$ cat src/rtl/wb_regfile_pkg.sv
// Shared constants and types for the writeback / register-file block.
package wb_regfile_pkg;

   // Architectural register count; the top index is the PC and has no storage.
   localparam int REG_COUNT   = 16;
   localparam int STORED_REGS = REG_COUNT - 1;

   // Register index that aliases the program counter (reads return PC+8).
   localparam logic [3:0] PC_IDX = 4'hF;

   // Writeback source select encodings.
   typedef enum logic {
      WB_ALU = 1'b0,
      WB_MEM = 1'b1
   } wb_sel_e;

   // True when an index refers to the PC alias rather than a stored register.
   function automatic logic is_pc(input logic [3:0] idx);
      return (idx == PC_IDX);
   endfunction

endpackage

$ cat src/rtl/wb_regfile_if.sv
// Bus bundle between the MEM/WB pipe, decode stage and the register file.
// Signal suffixes are from the register file's point of view.
interface wb_regfile_if #(parameter int N = 32);

   logic [N-1:0] ReadData_i;
   logic [N-1:0] AluResult_i;
   logic         WBSelect_i;
   logic         RF_WE_i;
   logic [3:0]   A3_i;
   logic [3:0]   A1_i;
   logic [3:0]   A2_i;
   logic [N-1:0] PC8_i;
   logic [N-1:0] RD1_o;
   logic [N-1:0] RD2_o;
   logic [N-1:0] WD3_o;
   logic [N-1:0] WBCount_o;

   // Pipeline / decode side: drives requests, observes results.
   modport master (
      output ReadData_i, AluResult_i, WBSelect_i, RF_WE_i,
      output A3_i, A1_i, A2_i, PC8_i,
      input  RD1_o, RD2_o, WD3_o, WBCount_o
   );

   // Register-file side.
   modport slave (
      input  ReadData_i, AluResult_i, WBSelect_i, RF_WE_i,
      input  A3_i, A1_i, A2_i, PC8_i,
      output RD1_o, RD2_o, WD3_o, WBCount_o
   );

endinterface

$ cat src/rtl/wb_regfile_wb_mux.sv
// Writeback source selector: memory load data or ALU result.
module wb_mux
   import wb_regfile_pkg::*;
#(
   parameter int N = 32
) (
   input  logic [N-1:0] ReadData_i,
   input  logic [N-1:0] AluResult_i,
   input  logic         WBSelect_i,
   output logic [N-1:0] WD3_o
);

   // Pure combinational select, deliberately independent of the write enable.
   always_comb begin
      WD3_o = AluResult_i;
      if (WBSelect_i == WB_MEM) begin
         WD3_o = ReadData_i;
      end
   end

endmodule

$ cat src/rtl/wb_regfile.sv
// 15-entry register file with PC alias at index 15, write-to-read bypass
// on both read ports and a saturating count of committed writes.
module wb_regfile
   import wb_regfile_pkg::*;
#(
   parameter int N = 32
) (
   input  logic         CLK,
   input  logic         RST,
   wb_regfile_if.slave  bus
);

   logic [N-1:0] wd3;
   logic         we_commit;
   logic [N-1:0] rf_rd [REG_COUNT];
   logic [3:0]   rd_addr [2];
   logic [N-1:0] rd_data [2];
   logic [N-1:0] cnt_q;
   logic [N-1:0] cnt_d;

   wb_mux #(.N(N)) u_wb_mux (
      .ReadData_i  (bus.ReadData_i),
      .AluResult_i (bus.AluResult_i),
      .WBSelect_i  (bus.WBSelect_i),
      .WD3_o       (wd3)
   );

   assign bus.WD3_o = wd3;

   // A write only commits for a stored register; index 15 is silently dropped.
   assign we_commit = bus.RF_WE_i && !is_pc(bus.A3_i);

   genvar gi;
   generate
      for (gi = 0; gi < STORED_REGS; gi++) begin : g_reg
         logic [N-1:0] reg_q;
         logic [N-1:0] reg_d;

         assign reg_d = (we_commit && (bus.A3_i == 4'(gi))) ? wd3 : reg_q;

         // Register storage, cleared immediately by reset.
         always_ff @(posedge CLK or posedge RST) begin
            if (RST) begin
               reg_q <= '0;
            end else begin
               reg_q <= reg_d;
            end
         end

         assign rf_rd[gi] = reg_q;
      end
   endgenerate

   // Index 15 has no storage; the read path substitutes PC+8 before this is used.
   assign rf_rd[REG_COUNT-1] = '0;

   assign rd_addr[0] = bus.A1_i;
   assign rd_addr[1] = bus.A2_i;

   generate
      for (gi = 0; gi < 2; gi++) begin : g_rd
         logic [N-1:0] rd_val;

         // Read port: PC alias first, then same-cycle bypass, then storage.
         // Bypass is suppressed during reset so reads show the cleared state.
         always_comb begin
            rd_val = rf_rd[rd_addr[gi]];
            if (is_pc(rd_addr[gi])) begin
               rd_val = bus.PC8_i;
            end else if (!RST && we_commit && (rd_addr[gi] == bus.A3_i)) begin
               rd_val = wd3;
            end
         end

         assign rd_data[gi] = rd_val;
      end
   endgenerate

   assign bus.RD1_o = rd_data[0];
   assign bus.RD2_o = rd_data[1];

   // Committed-write counter, holding at all-ones instead of wrapping.
   always_comb begin
      cnt_d = cnt_q;
      if (we_commit && (cnt_q != '1)) begin
         cnt_d = cnt_q + 1'b1;
      end
   end

   // Counter state register.
   always_ff @(posedge CLK or posedge RST) begin
      if (RST) begin
         cnt_q <= '0;
      end else begin
         cnt_q <= cnt_d;
      end
   end

   assign bus.WBCount_o = cnt_q;

endmodule

$ cat src/flat_wrapper.sv
// flat-port wrapper written by rule: the top's interface ports become plain ports
module wb_regfile_flat import wb_regfile_pkg::*;
#(
   parameter int N = 32
)
  (CLK, RST, bus_ReadData_i, bus_AluResult_i, bus_WBSelect_i, bus_RF_WE_i, bus_A3_i, bus_A1_i, bus_A2_i, bus_PC8_i, bus_RD1_o, bus_RD2_o, bus_WD3_o, bus_WBCount_o);
  wb_regfile_if #(.N(N)) bus_i ();
  input  logic CLK;
  input  logic RST;
  input wire logic [$bits(bus_i.ReadData_i)-1:0] bus_ReadData_i;
  input wire logic [$bits(bus_i.AluResult_i)-1:0] bus_AluResult_i;
  input wire logic [$bits(bus_i.WBSelect_i)-1:0] bus_WBSelect_i;
  input wire logic [$bits(bus_i.RF_WE_i)-1:0] bus_RF_WE_i;
  input wire logic [$bits(bus_i.A3_i)-1:0] bus_A3_i;
  input wire logic [$bits(bus_i.A1_i)-1:0] bus_A1_i;
  input wire logic [$bits(bus_i.A2_i)-1:0] bus_A2_i;
  input wire logic [$bits(bus_i.PC8_i)-1:0] bus_PC8_i;
  output wire logic [$bits(bus_i.RD1_o)-1:0] bus_RD1_o;
  output wire logic [$bits(bus_i.RD2_o)-1:0] bus_RD2_o;
  output wire logic [$bits(bus_i.WD3_o)-1:0] bus_WD3_o;
  output wire logic [$bits(bus_i.WBCount_o)-1:0] bus_WBCount_o;
  assign bus_i.ReadData_i = bus_ReadData_i;
  assign bus_i.AluResult_i = bus_AluResult_i;
  assign bus_i.WBSelect_i = bus_WBSelect_i;
  assign bus_i.RF_WE_i = bus_RF_WE_i;
  assign bus_i.A3_i = bus_A3_i;
  assign bus_i.A1_i = bus_A1_i;
  assign bus_i.A2_i = bus_A2_i;
  assign bus_i.PC8_i = bus_PC8_i;
  assign bus_RD1_o = bus_i.RD1_o;
  assign bus_RD2_o = bus_i.RD2_o;
  assign bus_WD3_o = bus_i.WD3_o;
  assign bus_WBCount_o = bus_i.WBCount_o;
  wb_regfile #(.N(N)) u_core (.CLK(CLK), .RST(RST), .bus(bus_i));
endmodule
$ cat config.mk
export PLATFORM = sky130hd
export DESIGN_NAME = wb_regfile_flat
export DESIGN_NICKNAME = d
export VERILOG_FILES = /design/src/rtl/wb_regfile_pkg.sv /design/src/rtl/wb_regfile_if.sv /design/src/rtl/wb_regfile_wb_mux.sv /design/src/rtl/wb_regfile.sv /design/src/flat_wrapper.sv
export SDC_FILE = /design/constraint.sdc
export NUM_CORES = 2
export LEC_CHECK = 0
export CELL_PAD_IN_SITES_DETAIL_PLACEMENT = 1
export CELL_PAD_IN_SITES_GLOBAL_PLACEMENT = 1
export CORE_AREA = 4 4 241 243
export DETAILED_ROUTE_END_ITERATION = 8
export DIE_AREA = 0 0 245 247
export MAX_ROUTING_LAYER = met4
export PLACE_DENSITY_LB_ADDON = 0.1
export SKIP_CTS_REPAIR_TIMING = 1
export SLEW_MARGIN = 20
export SYNTH_ARGS = -nofsm -noshare
export SYNTH_HDL_FRONTEND = slang
export SYNTH_SLANG_ARGS = --single-unit
$ cat constraint.sdc
create_clock -name CLK -period 58.9 [get_ports CLK]
set_input_delay 14.725 -clock CLK [delete_from_list [all_inputs] [get_ports CLK]]
set_output_delay 14.725 -clock CLK [all_outputs]
set_load 0.005 [all_outputs]
## Word-level counts from Yosys, hierarchy flattened

Cells that the tools add are included.

- $lt $le $gt $ge: 2
- Mux-type cells: 11
- Bitwise operators: 2
- Shift operators: 0
- Reduce and logical (&&, ||, !) cells: 23
- Multiply operators: 0
- Div/mod/pow operators: 0
- Equal/unequal tests: 20
- $add $sub $neg: 1

Operators by type and width:

| kind | number |
|---|---|
| 32-bit 2-to-1 mux | 9 |
| 32-bit binary-select mux with 4-bit select | 2 |
| 4-bit equality test, second input constant | 10 |
| 32-bit by 1-bit adder with 32-bit output, second input constant | 1 |
| 32-bit inequality test, second input constant | 1 |
| 1-bit logical AND | 20 |
| 4-bit by 3-bit equality test with 1-bit output, second input constant | 4 |
| 5-bit greater-or-equal comparator, second input constant | 2 |
| 4-bit inverter with 5-bit output | 2 |
| 4-bit by 2-bit equality test with 1-bit output, second input constant | 2 |
| 4-bit equality test | 2 |
| 4-bit by 1-bit equality test with 1-bit output, second input constant | 1 |
| 4-bit zero test | 1 |
| 1-bit zero test | 2 |

- Register bits: 512
- Bits in writable memories: 0
- Memories: 0
- Memory bits (read-only): 0
- Input bits: 112
- Logic and storage cells: 75
- Bits in latches: 0
- Output and inout port bits: 128

## Depth between registers and ports, before layout

- Word-level depth: 7
- Mapped depth: 9
- Depth with buffers taken out: 6

## Modules after synthesis

Synthesis repeated with hierarchy kept, for this count alone.

- Cells, all modules: 2185
- Area, all modules: 28856.4 um^2

Modules (own cells, without submodules):

| module | cells each | area each (um^2) | seq. area each (um^2) | times used |
|---|---|---|---|---|
| wb_regfile | 2149 | 28312.2 | 12812.3 | 1 |
| wb_mux | 36 | 544.3 | 0.0 | 1 |

## Worst setup path after synthesis

OpenSTA, ideal clock, no wires.

- Kind: input to output
- From: input port bus_A2_i[0]
- To: output port bus_RD2_o[1]
- Path buffers: 4
- Cell stages on the path: 7
- Data arrival time: 16.210 ns
- Required time: 44.175 ns
- Path slack: 27.965 ns
- Cells stage by stage: buf_2 -> buf_6 -> buf_4 -> buf_4 -> mux4_2 -> o211ai_1 -> a31oi_1

- Word-level cells in the longest chain between the ends: 6
- Elaborated cells on any way between the ends: 9
- Those cells by class: eq/ne (2); mux (5); bitwise (1); reduce/logical (1)

Ends and longest elaborated chain:

| what | line | text |
|---|---|---|
| from (decl) | flat_wrapper.sv:16 | `input wire logic [$bits(bus_i.A2_i)-1:0] bus_A2_i;` |
| 4-bit inverter with 5-bit output (not written as such) | wb_regfile.sv:67 | `rd_val = rf_rd[rd_addr[gi]];` |
| 32-bit binary-select mux with 4-bit select | wb_regfile.sv:67 |  |
| 32-bit 2-to-1 mux (not written as such) (2 in series) | wb_regfile.sv:67 |  |
| 32-bit 2-to-1 mux | wb_regfile.sv:70 | `end else if (!RST && we_commit && (rd_addr[gi] == bus.A3_i)) begin` |
| 32-bit 2-to-1 mux * | wb_regfile.sv:68 | `if (is_pc(rd_addr[gi])) begin` |
| to (decl) | flat_wrapper.sv:19 | `output wire logic [$bits(bus_i.RD2_o)-1:0] bus_RD2_o;` |

Mark *: on every way between the ends. The rest lies on a longest branch, timed or not. The select of a mux whose other input is x is not followed.

## Worst setup path in the final report

- From: input port bus_A2_i[1]
- To: output port bus_RD2_o[30]

The elaborated chain is that of the path after synthesis.

==> flow_summary_export.csv <==
group,metric,value,unit
logic_synthesis,synth.area.top_cells,"dfrtp_1 46%, mux4_2 12%, mux2i_1 6.0%",
setup_path,arrival,18.56,ns
global_routing,grt_util_all_layers,0.338,
logic_synthesis,synth-compound-area-share,0.165,
logic_synthesis,synthSimpleGateAreaFrac,0.110,
setup_path,critPathCaptureType,"primary output",
floorplanning,chipWidth,245,um
min_path,hold_end,"u_core.bus.WBCount_o[28]",
logic_synthesis,netlist_area,27600,um^2
power_and_ir_drop,p_per_area,35.5,nW/um^2
logic_synthesis,synth_xor_area_frac,0.0120,
global_routing,grt_first_pass_wirelength,154,mm
floorplanning,fp.dieH,247,um
logic_synthesis,synthMostInstantiatedCell,"dfrtp_1",
logic_synthesis,synth_cell_type_count,45,
global_routing,grt_max_degree,167,
logic_synthesis,synthArstFlopShare,1.00,
layout,stdcell_count,3666,
cts,cts_root_buf,"clkbuf_16",
power_and_ir_drop,p_leak,13.4,nW
timing,skew,0.00570,ns
timing,drv_slew,0,
cts,cts_buffers,57,
cts,clkSlewWorstSetupHoldPaths,0.06,ns
routing,routedWlPerCell,27.2,um
logic_synthesis,yosys_most_used_dff,"dfrtp_1",
power_and_ir_drop,vdd_drop_max,22.4,uV
setup_path,start_kind,"input pin",
floorplanning,initial_utilization,0.494,
min_path,hp-start,"u_core.bus.WBCount_o[28]",
logic_synthesis,synth_edf_count,0,
logic_synthesis,synth_fa_ha_area_frac,0.000453,
timing,finalCriticalPeriod,33.29,ns
floorplanning,core-area,56000,um^2
global_routing,antenna_found_initial,0,
logic_synthesis,synth-seq-cells,512,
cts,cts.sinks,512,
timing,hold_slack,0.502,ns
logic_synthesis,synthCells,2764,
placement,gp_congestion,0.838,
cts,cts_tree,"yes",
timing,period_share,0.565,
global_routing,overflow,0,
logic_synthesis,syn-num-nets,2877,
timing,fmaxAchievable,30.0,MHz
placement,post-place-cells,3562,
global_routing,first_global_vias,25600,
routing,avgViaCountPerCell,6.44,
run,drv_cap,0,
logic_synthesis,yosysWarnings,0,
layout,layout-drive-gt1-share,0.153,
setup_path,max_stage_delay,0.94,ns
timing,fin_setup_tns,0,ns
logic_synthesis,synthDominantCellAreaShare,0.464,
cts,htreeDepth,2,
setup_path,critical_path.cell_chain,"buf_6 > buf_4 > nand4_1 > buf_4 > and2_2 > a31oi_1 > clkdlybuf4s50_1",
layout,antenna_cells,0,
setup_path,rr_endpoint,"u_core.bus.WBCount_o[15]",
routing,drc,0,
routing,drt-total-wl,99.6,mm
logic_synthesis,postSynthAreaPerCell,10.0,um^2
timing,rsz0062_at_grt,"false",
placement,post-dp-hpwl,58.5,mm
setup_path,cp_common_cell,"buf_4",
routing,ant_nets,0,
routing,vias,23600,
layout,nets,2978,
status,outcome,"finished clean",
layout,syn_to_final_growth,17.3,%
floorplanning,fp-row-count,87,
setup_path,cp_slowest_cell,"buf_4",
routing,first_iter_violations,2036,
timing,hold_viol_final,0,
setup_path,r2r_cells,6,
logic_synthesis,muxShareOfSynthArea,0.202,
timing,worst_pin_slew,1.17,ns
cts,worstSkewPairLatency,0.61,ns
setup_path,critPathKind,"input pin to primary output",
logic_synthesis,yosys.area.top_type,"dfrtp_1",
timing,maxSlewHeadroom,0.216,
routing,first_pass_iters,5,
setup_path,worstPathMaxFanout,68,
placement,io_buffers,239,
setup_path,reg2reg_from,"u_core.bus.WBCount_o[0]",
min_path,hp-class,"register to register",
setup_path,r2r_setup_slack,56.65,ns
cts,clock_path_buffers,3,
min_path,holdPathStages,1,
floorplanning,ios,240,
timing,setup_viol,0,
layout,n_fill_cell,6084,
floorplanning,die_area,60500,um^2
setup_path,cp_data_required_time,44.17,ns
logic_synthesis,netlist_top_cells_count,"512 x dfrtp_1, 337 x nor2_1, 293 x a21oi_1",
logic_synthesis,synth_top_family_by_area,"multiplexers",
logic_synthesis,seq_area_frac_synth,0.464,
==> logic make-up (layout without fill, tap and decap cells) <==
family	count (synthesis)	count (layout)
AOI/OAI and AO/OA	803	803
adders and majority gates	1	1
buffers and inverters	308	454
DFF	512	512
xor gates and xnor gates	38	38
muxes	371	371
and+or+nand+nor	731	731
==> cell usage in the layout, fill, tap and decap left out, types with 18 or more instances in the layout <==
master and count:
a21oi_1 293, a22oi_1 18, a31oi_1 63, buf_4 72, clkbuf_16 57, clkbuf_8 21, clkdlybuf4s50_1 230, dfrtp_1 512
inv_1 38, mux2_2 63, mux2i_1 163, mux4_2 143, nand2_1 273, nand3_1 31, nor2_1 329, o211ai_1 107
o21ai_0 223, o22ai_1 95, or2_2 33, xnor2_1 29
==> sequential cells by signal, summed over array words and instances (netlist names) <==
signal	flops
u_core.g.reg_q	480
u_core.bus.WBCount_o	32
==> power by group <==
part | internal (W) | switching, W | leakage, nW
clock network | 0.000221 | 0.000149 | 0.958
registers | 0.000432 | 0.0000693 | 6.14
logic | 0.000144 | 0.000138 | 6.30
total | 0.000797 | 0.000356 | 13.4
==> worst max-delay path, delay by kind of cell <==
kind            cells  cell delay [ns]
simple gates        2             0.78
buf+inv             4             2.62
compound gates      1             0.33
==> final cells by class <==
class                           instances  area, um^2  area share
Timing Repair Buffer                  311        2930      0.0905
Clock buffer                           92        1770      0.0545
Clock inverter                         12         164     0.00505
Sequential cell                       512       12800       0.395
Inverter                               39         159     0.00490
Tap cell                              756         946      0.0292
Multi-Input combinational cell       1944       13600       0.421
==> metrics by stage <==
step | instance area (um^2) | util | worst slack [ns] | power (W)
after floorplan | 27600 | - | 27.96 | 0.000668
after global placement | 30500 | 0.545 | 25.75 | 0.000758
after detailed placement | 30500 | 0.545 | 25.68 | 0.000781
after CTS | 32400 | 0.579 | 25.67 | 0.00116
after global routing | 32400 | 0.580 | 25.48 | 0.00121
final | 32400 | 0.580 | 25.61 | 0.00115
==> worst max path at each step <==
| stage | startpoint | end | slack (ns) |
|---|---|---|---|
| floorplan | bus_A2_i[0] | bus_RD2_o[1] | 27.96 |
| global placement | bus_A2_i[1] | bus_RD2_o[30] | 25.75 |
| detailed placement | bus_A2_i[1] | bus_RD2_o[22] | 25.68 |
| CTS | bus_A2_i[1] | bus_RD2_o[30] | 25.67 |
| global route | bus_A2_i[1] | bus_RD2_o[30] | 25.48 |
| finish | bus_A2_i[1] | bus_RD2_o[30] | 25.61 |
==> per-layer routing <==
metal | vias up | wire, um | global-route usage
met2 | 885 | 48500 | 0.548
met4 | 0 | 3100 | 0.105
met3 | 202 | 6800 | 0.0544
li1 | 10200 | - | -
met5 | - | 0 | -
met1 | 12300 | 41300 | 0.442
Note: power is estimated with default switching activity, not from simulation.
